`src/rtl/multdiv_sequencer_pkg.sv`:
```
// Shared types and constants for the multi-cycle multiply/divide sequencer.
// Holds the FSM encoding, ALU opcodes and the sign/magnitude helpers.
package multdiv_sequencer_pkg;

    localparam int ITER_DEF = 32;

    localparam logic [4:0] ALU_MULT = 5'b00110;
    localparam logic [4:0] ALU_DIV  = 5'b00111;

    typedef enum logic [1:0] {
        ST_IDLE = 2'd0,
        ST_MUL  = 2'd1,
        ST_DIV  = 2'd2,
        ST_DONE = 2'd3
    } state_e;

    function automatic logic [31:0] mag32(input logic [31:0] x);
        return x[31] ? (~x + 32'd1) : x;
    endfunction

    function automatic logic [63:0] neg_if64(input logic neg, input logic [63:0] x);
        return neg ? (~x + 64'd1) : x;
    endfunction

endpackage

```
`src/rtl/multdiv_sequencer_datapath.sv`:
```
// Iterative unsigned datapath: shift-add multiply and restoring divide on
// magnitudes, sharing one 33-bit adder/subtractor and a 64-bit accumulator.
module multdiv_datapath
    import multdiv_sequencer_pkg::*;
#(
    parameter int ITER = ITER_DEF
) (
    input  logic        clk_i,
    input  logic        rst_ni,
    input  logic        load_i,
    input  logic        step_i,
    input  logic        op_div_i,
    input  logic [31:0] a_mag_i,
    input  logic [31:0] b_mag_i,
    output logic [63:0] acc_nxt_o,
    output logic        last_o
);

    localparam int CW = (ITER > 1) ? $clog2(ITER) : 1;

    logic [63:0]   acc_q, acc_d;
    logic [31:0]   opb_q;
    logic [CW-1:0] cnt_q;

    logic [63:0] shl;
    logic [31:0] add_x;
    logic [32:0] add_y;
    logic [32:0] sum;

    // Multiply adds into the upper half before shifting right; divide shifts
    // left first and trial-subtracts the divisor (sum[32] set = borrow).
    assign shl   = {acc_q[62:0], 1'b0};
    assign add_x = op_div_i ? shl[63:32] : acc_q[63:32];
    assign add_y = op_div_i ? ~{1'b0, opb_q} : {1'b0, opb_q};
    assign sum   = {1'b0, add_x} + add_y + {32'd0, op_div_i};

    always_comb begin
        acc_d = acc_q;
        if (op_div_i) begin
            acc_d = sum[32] ? shl : {sum[31:0], shl[31:1], 1'b1};
        end else begin
            acc_d = acc_q[0] ? {sum, acc_q[31:1]} : {1'b0, acc_q[63:1]};
        end
    end

    always_ff @(posedge clk_i or negedge rst_ni) begin
        if (!rst_ni) begin
            acc_q <= '0;
            opb_q <= '0;
            cnt_q <= '0;
        end else if (load_i) begin
            acc_q <= {32'd0, a_mag_i};
            opb_q <= b_mag_i;
            cnt_q <= '0;
        end else if (step_i) begin
            acc_q <= acc_d;
            cnt_q <= cnt_q + CW'(1);
        end
    end

    assign acc_nxt_o = acc_d;
    assign last_o    = (cnt_q == CW'(ITER - 1));

endmodule

```
`src/rtl/multdiv_sequencer.sv`:
```
// Execute-stage multiply/divide controller: stalls the pipeline while the
// iterative datapath runs, then strobes a signed result for one cycle.
module multdiv_sequencer
    import multdiv_sequencer_pkg::*;
#(
    parameter int ITER = ITER_DEF
) (
    input  logic        clock,
    input  logic        reset,
    input  logic        ctrl_MULT,
    input  logic        ctrl_DIV,
    input  logic [31:0] data_operandA,
    input  logic [31:0] data_operandB,
    output logic [31:0] data_result,
    output logic        data_exception,
    output logic        data_resultRDY,
    output logic        stall
);

    state_e      state_q;
    logic        sign_q;
    logic        dzero_q;
    logic        rdy_q;
    logic        exc_q;
    logic [31:0] res_q;

    logic        idle, start_mul, start_div, start, busy, last;
    logic [63:0] acc_nxt;
    logic [63:0] prod_s;
    logic        mul_exc;
    logic [31:0] quot_mag, quot_s;
    logic        div_exc;

    // Reset gating keeps stall at 0 while reset is held, even with a pulse present.
    assign idle      = (state_q == ST_IDLE);
    assign start_mul = reset & idle & ctrl_MULT;
    assign start_div = reset & idle & ctrl_DIV & ~ctrl_MULT;
    assign start     = start_mul | start_div;
    assign busy      = (state_q == ST_MUL) | (state_q == ST_DIV);
    assign stall     = start | busy;

    multdiv_datapath #(.ITER(ITER)) u_dp (
        .clk_i    (clock),
        .rst_ni   (reset),
        .load_i   (start),
        .step_i   (busy),
        .op_div_i (state_q == ST_DIV),
        .a_mag_i  (mag32(data_operandA)),
        .b_mag_i  (mag32(data_operandB)),
        .acc_nxt_o(acc_nxt),
        .last_o   (last)
    );

    // Fix-up works on the final step's value so the result lands in DONE.
    assign prod_s   = neg_if64(sign_q, acc_nxt);
    assign mul_exc  = (prod_s[63:32] != {32{prod_s[31]}});
    assign quot_mag = acc_nxt[31:0];
    assign quot_s   = sign_q ? (~quot_mag + 32'd1) : quot_mag;
    // A positive quotient with bit 31 set only arises from MIN / -1.
    assign div_exc  = ~sign_q & quot_mag[31];

    always_ff @(posedge clock or negedge reset) begin
        if (!reset) begin
            state_q <= ST_IDLE;
            sign_q  <= 1'b0;
            dzero_q <= 1'b0;
            rdy_q   <= 1'b0;
            exc_q   <= 1'b0;
            res_q   <= '0;
        end else begin
            rdy_q <= 1'b0;
            case (state_q)
                ST_IDLE: begin
                    if (start) begin
                        state_q <= start_mul ? ST_MUL : ST_DIV;
                        sign_q  <= data_operandA[31] ^ data_operandB[31];
                        dzero_q <= start_div & (data_operandB == 32'd0);
                    end
                end
                ST_MUL: begin
                    if (last) begin
                        state_q <= ST_DONE;
                        rdy_q   <= 1'b1;
                        res_q   <= prod_s[31:0];
                        exc_q   <= mul_exc;
                    end
                end
                ST_DIV: begin
                    if (dzero_q) begin
                        state_q <= ST_DONE;
                        rdy_q   <= 1'b1;
                        res_q   <= '0;
                        exc_q   <= 1'b1;
                    end else if (last) begin
                        state_q <= ST_DONE;
                        rdy_q   <= 1'b1;
                        res_q   <= quot_s;
                        exc_q   <= div_exc;
                    end
                end
                ST_DONE: state_q <= ST_IDLE;
                default: state_q <= ST_IDLE;
            endcase
        end
    end

    assign data_result    = res_q;
    assign data_exception = exc_q;
    assign data_resultRDY = rdy_q;

endmodule

```
`config.mk`:
```
export PLATFORM = sky130hd
export DESIGN_NAME = multdiv_sequencer
export DESIGN_NICKNAME = d
export VERILOG_FILES = /design/src/rtl/multdiv_sequencer_pkg.sv /design/src/rtl/multdiv_sequencer_datapath.sv /design/src/rtl/multdiv_sequencer.sv
export SDC_FILE = /design/constraint.sdc
export NUM_CORES = 1
export LEC_CHECK = 0
export BUFFER_PORTS_ARGS = -buffer_cell sky130_fd_sc_hd__buf_2
export CORE_ASPECT_RATIO = 1.1
export CORE_UTILIZATION = 24
export CTS_CLUSTER_SIZE = 8
export DETAILED_ROUTE_END_ITERATION = 8
export GPL_ROUTABILITY_DRIVEN = 1
export REMOVE_ABC_BUFFERS = 1
export SLEW_MARGIN = 20
export SYNTH_ARGS = -nofsm -noshare
export SYNTH_HDL_FRONTEND = slang
export SYNTH_SLANG_ARGS = --single-unit
```
`constraint.sdc`:
```
create_clock -name clock -period 10.83 [get_ports clock]
set_clock_uncertainty 0.05 [all_clocks]
set_input_delay 1.083 -clock clock [delete_from_list [all_inputs] [get_ports clock]]
set_output_delay 1.083 -clock clock [all_outputs]
set_load 0.005 [all_outputs]
```
**After elaboration in Yosys (flattened, before gate mapping)**

Cells that the tools add are included.
Widths: inputs -> output; s select.

- Register bits after elaboration: 139
- Bits in latches: 0
- Memory bits (writable): 0
- Memory bits (read-only): 0
- Bits of input ports: 68
- Output and inout bits: 35
- Memories: 0

- Add/sub/neg operators: 7
- Multipliers: 0
- Div/mod/pow operators: 0
- Magnitude comparators: 0
- Eq/ne operators: 8
- Shifts and indexed selects: 0
- Muxes and demuxes: 29
- Bitwise logic cells: 17
- Reductions and logical operators: 6

Operator list:

| cell | count |
|---|---|
| $mux 64 | 6 |
| $mux 32 | 7 |
| $add 32x1->32 const B | 3 |
| $not 32->32 | 3 |
| $add 64x1->64 const B | 1 |
| $not 64->64 | 1 |
| $pmux 32 s2 | 1 |
| $add 32x33->33 | 1 |
| $add 33x1->33 | 1 |
| $mux 33 | 1 |
| $not 32->33 | 1 |
| $logic_not 32->1 | 1 |
| $ne 32x32->1 | 1 |
| $mux 5 | 2 |
| $mux 2 | 4 |
| $pmux 2 s4 | 1 |
| $and 1x1->1 | 6 |
| $add 5x1->5 const B | 1 |
| $eq 5x5->1 const B | 1 |
| $mux 1 | 5 |
| $eq 2x2->1 const B | 2 |
| $pmux 1 s2 | 2 |
| $reduce_bool 2->1 | 2 |
| $ne 3x3->1 const B | 1 |
| 9 further kinds | 12 |

**Depth between registers and ports, before layout**

- Depth after elaboration: 12
- Mapped depth: 41

**Cells and area by module**

A second synthesis with hierarchy kept.

- Cells, all modules: 1574
- Area total of the unflattened synthesis: 13223.9 um2

Modules (own cells, without submodules):

| module | times used | cells each | area an instance (um2) | seq. area each (um2) |
|---|---|---|---|---|
| multdiv_datapath | 1 | 935 | 8484.4 | 2527.4 |
| multdiv_sequencer | 1 | 639 | 4739.5 | 950.9 |

**Worst setup path after synthesis**

OpenSTA, ideal clock, no wires.

- Path type: register -> register
- Start point: reg state_q[0]
- End point: reg exc_q, in the netlist data_exception
- Setup time: 0.133 ns
- Arrival: 9.139 ns
- Setup slack: 1.507 ns
- Stages on the path, launching flop included: 41
- Cells stage by stage: dfrtp_1 > inv_1 > ha_1 > buf_4 > buf_6 > clkbuf_1 > buf_1 > clkbuf_1 > buf_1 > buf_4 > buf_6 > clkbuf_1 > buf_1 > mux2_2 > ha_1 > buf_4 > a21oi_1 > o21a_1 > [5 not listed] > buf_4 > nand2_1 > o21ai_0 > ha_1 > nor3b_1 > o2111ai_1 > or4_1 > or2_1 > nor2_1 > o2111ai_1 > nand4bb_1 > nor3_2 > nand3_1 > nor3b_1 > nor4b_1 > or4_1 > nor4_1 > a31oi_1

- Longest elaborated chain between the ends: 12
- Elaborated cells on any way between the ends: 22

RTL lines:

| what | line | source |
|---|---|---|
| start: declaration | multdiv_sequencer.sv:20 | `state_e state_q;` |
| start signal: assignment | multdiv_sequencer.sv:75 | `state_q <= start_mul ? ST_MUL : ST_DIV;` |
| $eq 2x2->1 | multdiv_sequencer.sv:47, multdiv_sequencer.sv:72 |  |
| $mux 32 or $mux 33 (tied branches) | multdiv_sequencer_datapath.sv:33, multdiv_sequencer_datapath.sv:34 |  |
| $add 32x33->33 | multdiv_sequencer_datapath.sv:35 | `assign sum = {1'b0, add_x} + add_y + {32'd0, op_div_i};` |
| $add 33x1->33 | multdiv_sequencer_datapath.sv:35 |  |
| $mux 64 (on tied branches) | multdiv_sequencer_datapath.sv:40, multdiv_sequencer_datapath.sv:42 |  |
| $mux 64 | multdiv_sequencer_datapath.sv:39 | `if (op_div_i) begin` |
| $not 64->64 | multdiv_sequencer_pkg.sv:22 | `return neg ? (~x + 64'd1) : x;` |
| $add 64x1->64 | multdiv_sequencer_pkg.sv:22 |  |
| $mux 64 | multdiv_sequencer_pkg.sv:22 |  |
| $ne 32x32->1 | multdiv_sequencer.sv:56 | `assign mul_exc = (prod_s[63:32] != {32{prod_s[31]}});` |
| $mux 1 | multdiv_sequencer.sv:81 | `if (last) begin` |
| $pmux 1 s2 | multdiv_sequencer.sv:72 | `case (state_q)` |
| end signal: assignment | multdiv_sequencer.sv:85 | `exc_q <= mul_exc;` |
| end signal: assignment | multdiv_sequencer.sv:98 | `exc_q <= div_exc;` |
| end: declaration | multdiv_sequencer.sv:24 | `logic exc_q;` |

Several ways; a longest one is shown, not always the timed one. The select of a mux whose other input is x is not followed.
A chain may end at the register's enable or synchronous reset.

**Worst setup path after layout**

Same ends and word-level chain as after synthesis.

==> run_results.csv <==
group,metric,value,unit
route,postRouteAntennaNets,0,
clocking,numClockSinks,139,
global_route,grt_pass1_wl,72400,um
final_layout,stdcell_area,15490,um^2
sta,relSlewSlack,30.53,%
setup_path,cp_data_arrival_time,9.68,ns
yosys,netlist_area,13740,um^2
setup_path,setup.worst_path.class,"reg2reg",
route,viasPerCell,5.339,
sta,setup_viol,0,
sta,slew_violations,0,
floorplanning,coreArea,56360,um^2
yosys,syn_avg_cell_area,7.809,um^2
clocking,clk_latency,0.44,ns
setup_path,crit_fanout,73,
floorplanning,die-area,58230,um^2
yosys,yosys_most_used_dff,"dfrtp_1",
final_layout,area_growth,12.68,%
final_layout,final_cell_mix,"nand2_1 (237), o21ai_0 (197), dfrtp_1 (138), nor2_1 (121), buf_2 (101)",
yosys,yosys.area.top_type_share,25.31,%
clocking,cts_max_level,4,
floorplanning,start_util,24.39,%
setup_path,endpoint_kind,"flip-flop",
yosys,synth_edf_count,0,
route,drc,0,
clocking,cts_setup_buffers,0,
final_layout,drive_above_1_share,12.97,%
final_layout,nets,1895,
route,wl_per_cell,17.95,um
global_route,antenna_found_initial,4,
final_layout,mostFrequentLayoutCell,"nand2_1",
sta,max_slew.worst_pin.slew,1.037,ns
yosys,synthCells,1760,
yosys,yosys_register_bits,139,
sta,rsz0062_at_grt,"false",
route,dr_total_vias,13573,
clocking,clockBufferDepth,2,
outcome,outcome,"complete, no violations",
sta,finalCritPeriodShare,87.02,%
floorplanning,ios,103,
flow_run,drv_cap,0,
place,place_area,14860,um^2
sta,post-route-min-period,9.425,ns
place,post-dp-hpwl,34410,um
route,wirelength,45630,um
setup_path,crit_path_start_kind,"flip-flop",
global_route,grt_overflow_total,0,
clocking,root_buffer,"clkbuf_16",
floorplanning,core.rowCount,91,
floorplanning,dieWidth,230.2,um
yosys,synth_seq_area_share,25.31,%
clocking,cts_hold_buf,0,
clocking,clk_pin_slew,0.06,ns
setup_path,cp.required,11.08,ns
place,io_buffers,102,
yosys,synth_warnings,0,
yosys,synth_top_area_cell,"dfrtp_1",
yosys,async_reset_ff_share,100.0,%
place,place_congestion,0.9410,
clocking,cts_buffers,17,
clocking,cts_tree,"built",
yosys,synth_area_leaders,"dfrtp_1 (25%), o21ai_0 (7.2%), nand2_1 (6.5%), xor2_1 (6.2%), mux2i_1 (5.3%)",
yosys,synth_cell_types,97,
sta,fmax,106.1,MHz
global_route,grt_max_degree,76,
final_layout,fillerInstances,6087,
hold_path,hold_class,"reg2reg",
global_route,first_global_vias,12976,
global_route,track_usage,15.49,%
floorplanning,die_h,253.0,um
sta,final_hold_viol_count,0,
clocking,cts.repair.resized,0,
route,drtIter0Drc,1141,
route,dr.pass1.iters,5,
-- worst max-delay path, stage by stage (launching register included) --
cell and delay (ns):
dfrtp_1 0.41, inv_1 0.22, ha_4 0.83, buf_12 0.37, mux2_2 0.38, ha_1 0.42
a21oi_1 0.28, o21a_1 0.22, nand2_2 0.10, o211a_1 0.52, nor2_1 0.28, nand2_1 0.15
o21ai_0 0.24, ha_1 0.25, nor3b_1 0.31, o2111ai_1 0.34, or4_1 0.62, or2_1 0.32
nor2_1 0.20, o2111ai_1 0.26, nand4bb_1 0.69, nor3_2 0.32, nand3_1 0.17, nor3b_1 0.22
nor4b_1 0.07, or4_1 0.55, nor4_1 0.30, a31oi_1 0.14
-- path summary, 6_finish.rpt --
check | startpoint | end | slack (ns) | depth (start not counted)
max in group asynchronous | reset | u_dp.opb_q[1] | 8.71 | 2
hold / removal | data_result[25] | data_result[25] | 0.42 | 2
min in group asynchronous | reset | u_dp.acc_q[5] | 0.61 | 1
hold reg to reg | data_result[25] | data_result[25] | 0.42 | 2
setup / recovery | state_q[0] | data_exception | 1.41 | 27
setup reg to reg | state_q[0] | data_exception | 1.41 | 27
-- Yosys cell counts, drive strengths merged (6+ instances only) --
cell type and n:
nor4b 7, and2 10, inv 39, a31oi 21, nand3 46, nor3b 7
o211ai 43, o41ai 12, a21oi 81, a21o 9, nor4 22, o31ai 35
nand4 29, a211oi 23, a211o 7, a21boi 6, a32oi 8, xnor2 53
o21ai 201, ha 41, nand2b 9, nand2 238, or4 21, nor2 123
nand3b 7, or2 12, buf 51, clkbuf 66, a311oi 9, o21a 13
and4 7, or3 20, nor2b 15, and3 9, xor2 97, nor3 40
mux2 29, mux2i 73, dfrtp 139, o22ai 8
-- kinds of logic after synthesis --
kind of cell	count (synthesis)	synth area share [%]
adders and majority gates	42	3.878
AOI/OAI and AO/OA	537	25.62
xor gates and xnor gates	150	9.558
muxes	102	7.692
and+or+nand+nor	633	22.91
buffers and inverters	157	5.034
DFF	139	25.31
-- area by class of cell --
class	count	area, um^2	area share [%]
antenna	1	2.502	0.01616
tap	744	930.9	6.011
clock buffer	17	425.4	2.747
multi-input combinational	1464	9615	62.09
sequential	139	3480	22.47
clock inverter	14	196.4	1.268
timing repair buffer	123	686.9	4.435
inverter	40	150.1	0.9695
-- per-stage QoR --
| step | setup TNS [ns] | setup slack, ns | hold slack (ns) | util [%] | cells |
|---|---|---|---|---|---|
| after global routing | 0 | 0.6942 | 0.4586 | 27.47 | 2541 |
| after global placement | 0 | 1.816 | 0.4128 | 26.37 | 2510 |
| after detailed placement | 0 | 1.617 | 0.4184 | 26.37 | 2510 |
| final | 0 | 1.405 | 0.4247 | 27.48 | 2542 |
| after CTS | 0 | 1.547 | 0.4321 | 27.47 | 2541 |
| after floorplan | -2.373 | -2.112 | 0.4189 | - | 1643 |
-- flip-flops by register name (all words and copies together) (netlist names) --
register        count
u_dp.acc_q         64
data_result        32
u_dp.opb_q         32
u_dp.cnt_q          5
state_q             2
data_exception      1
data_resultRDY      1
dzero_q             1
sign_q              1
-- layer usage --
metal	GRT usage [%]	part of all wire, %	vias up
li1	-	-	6562
met1	19.87	44	6506
met2	26.54	49	440
met3	2.320	5.3	59
met4	4.844	2.1	6
met5	0	0.075	-
Power is left out: the tool's default activity adds up to more than one toggle a clock period on the data nets, which glitch-free logic cannot reach.
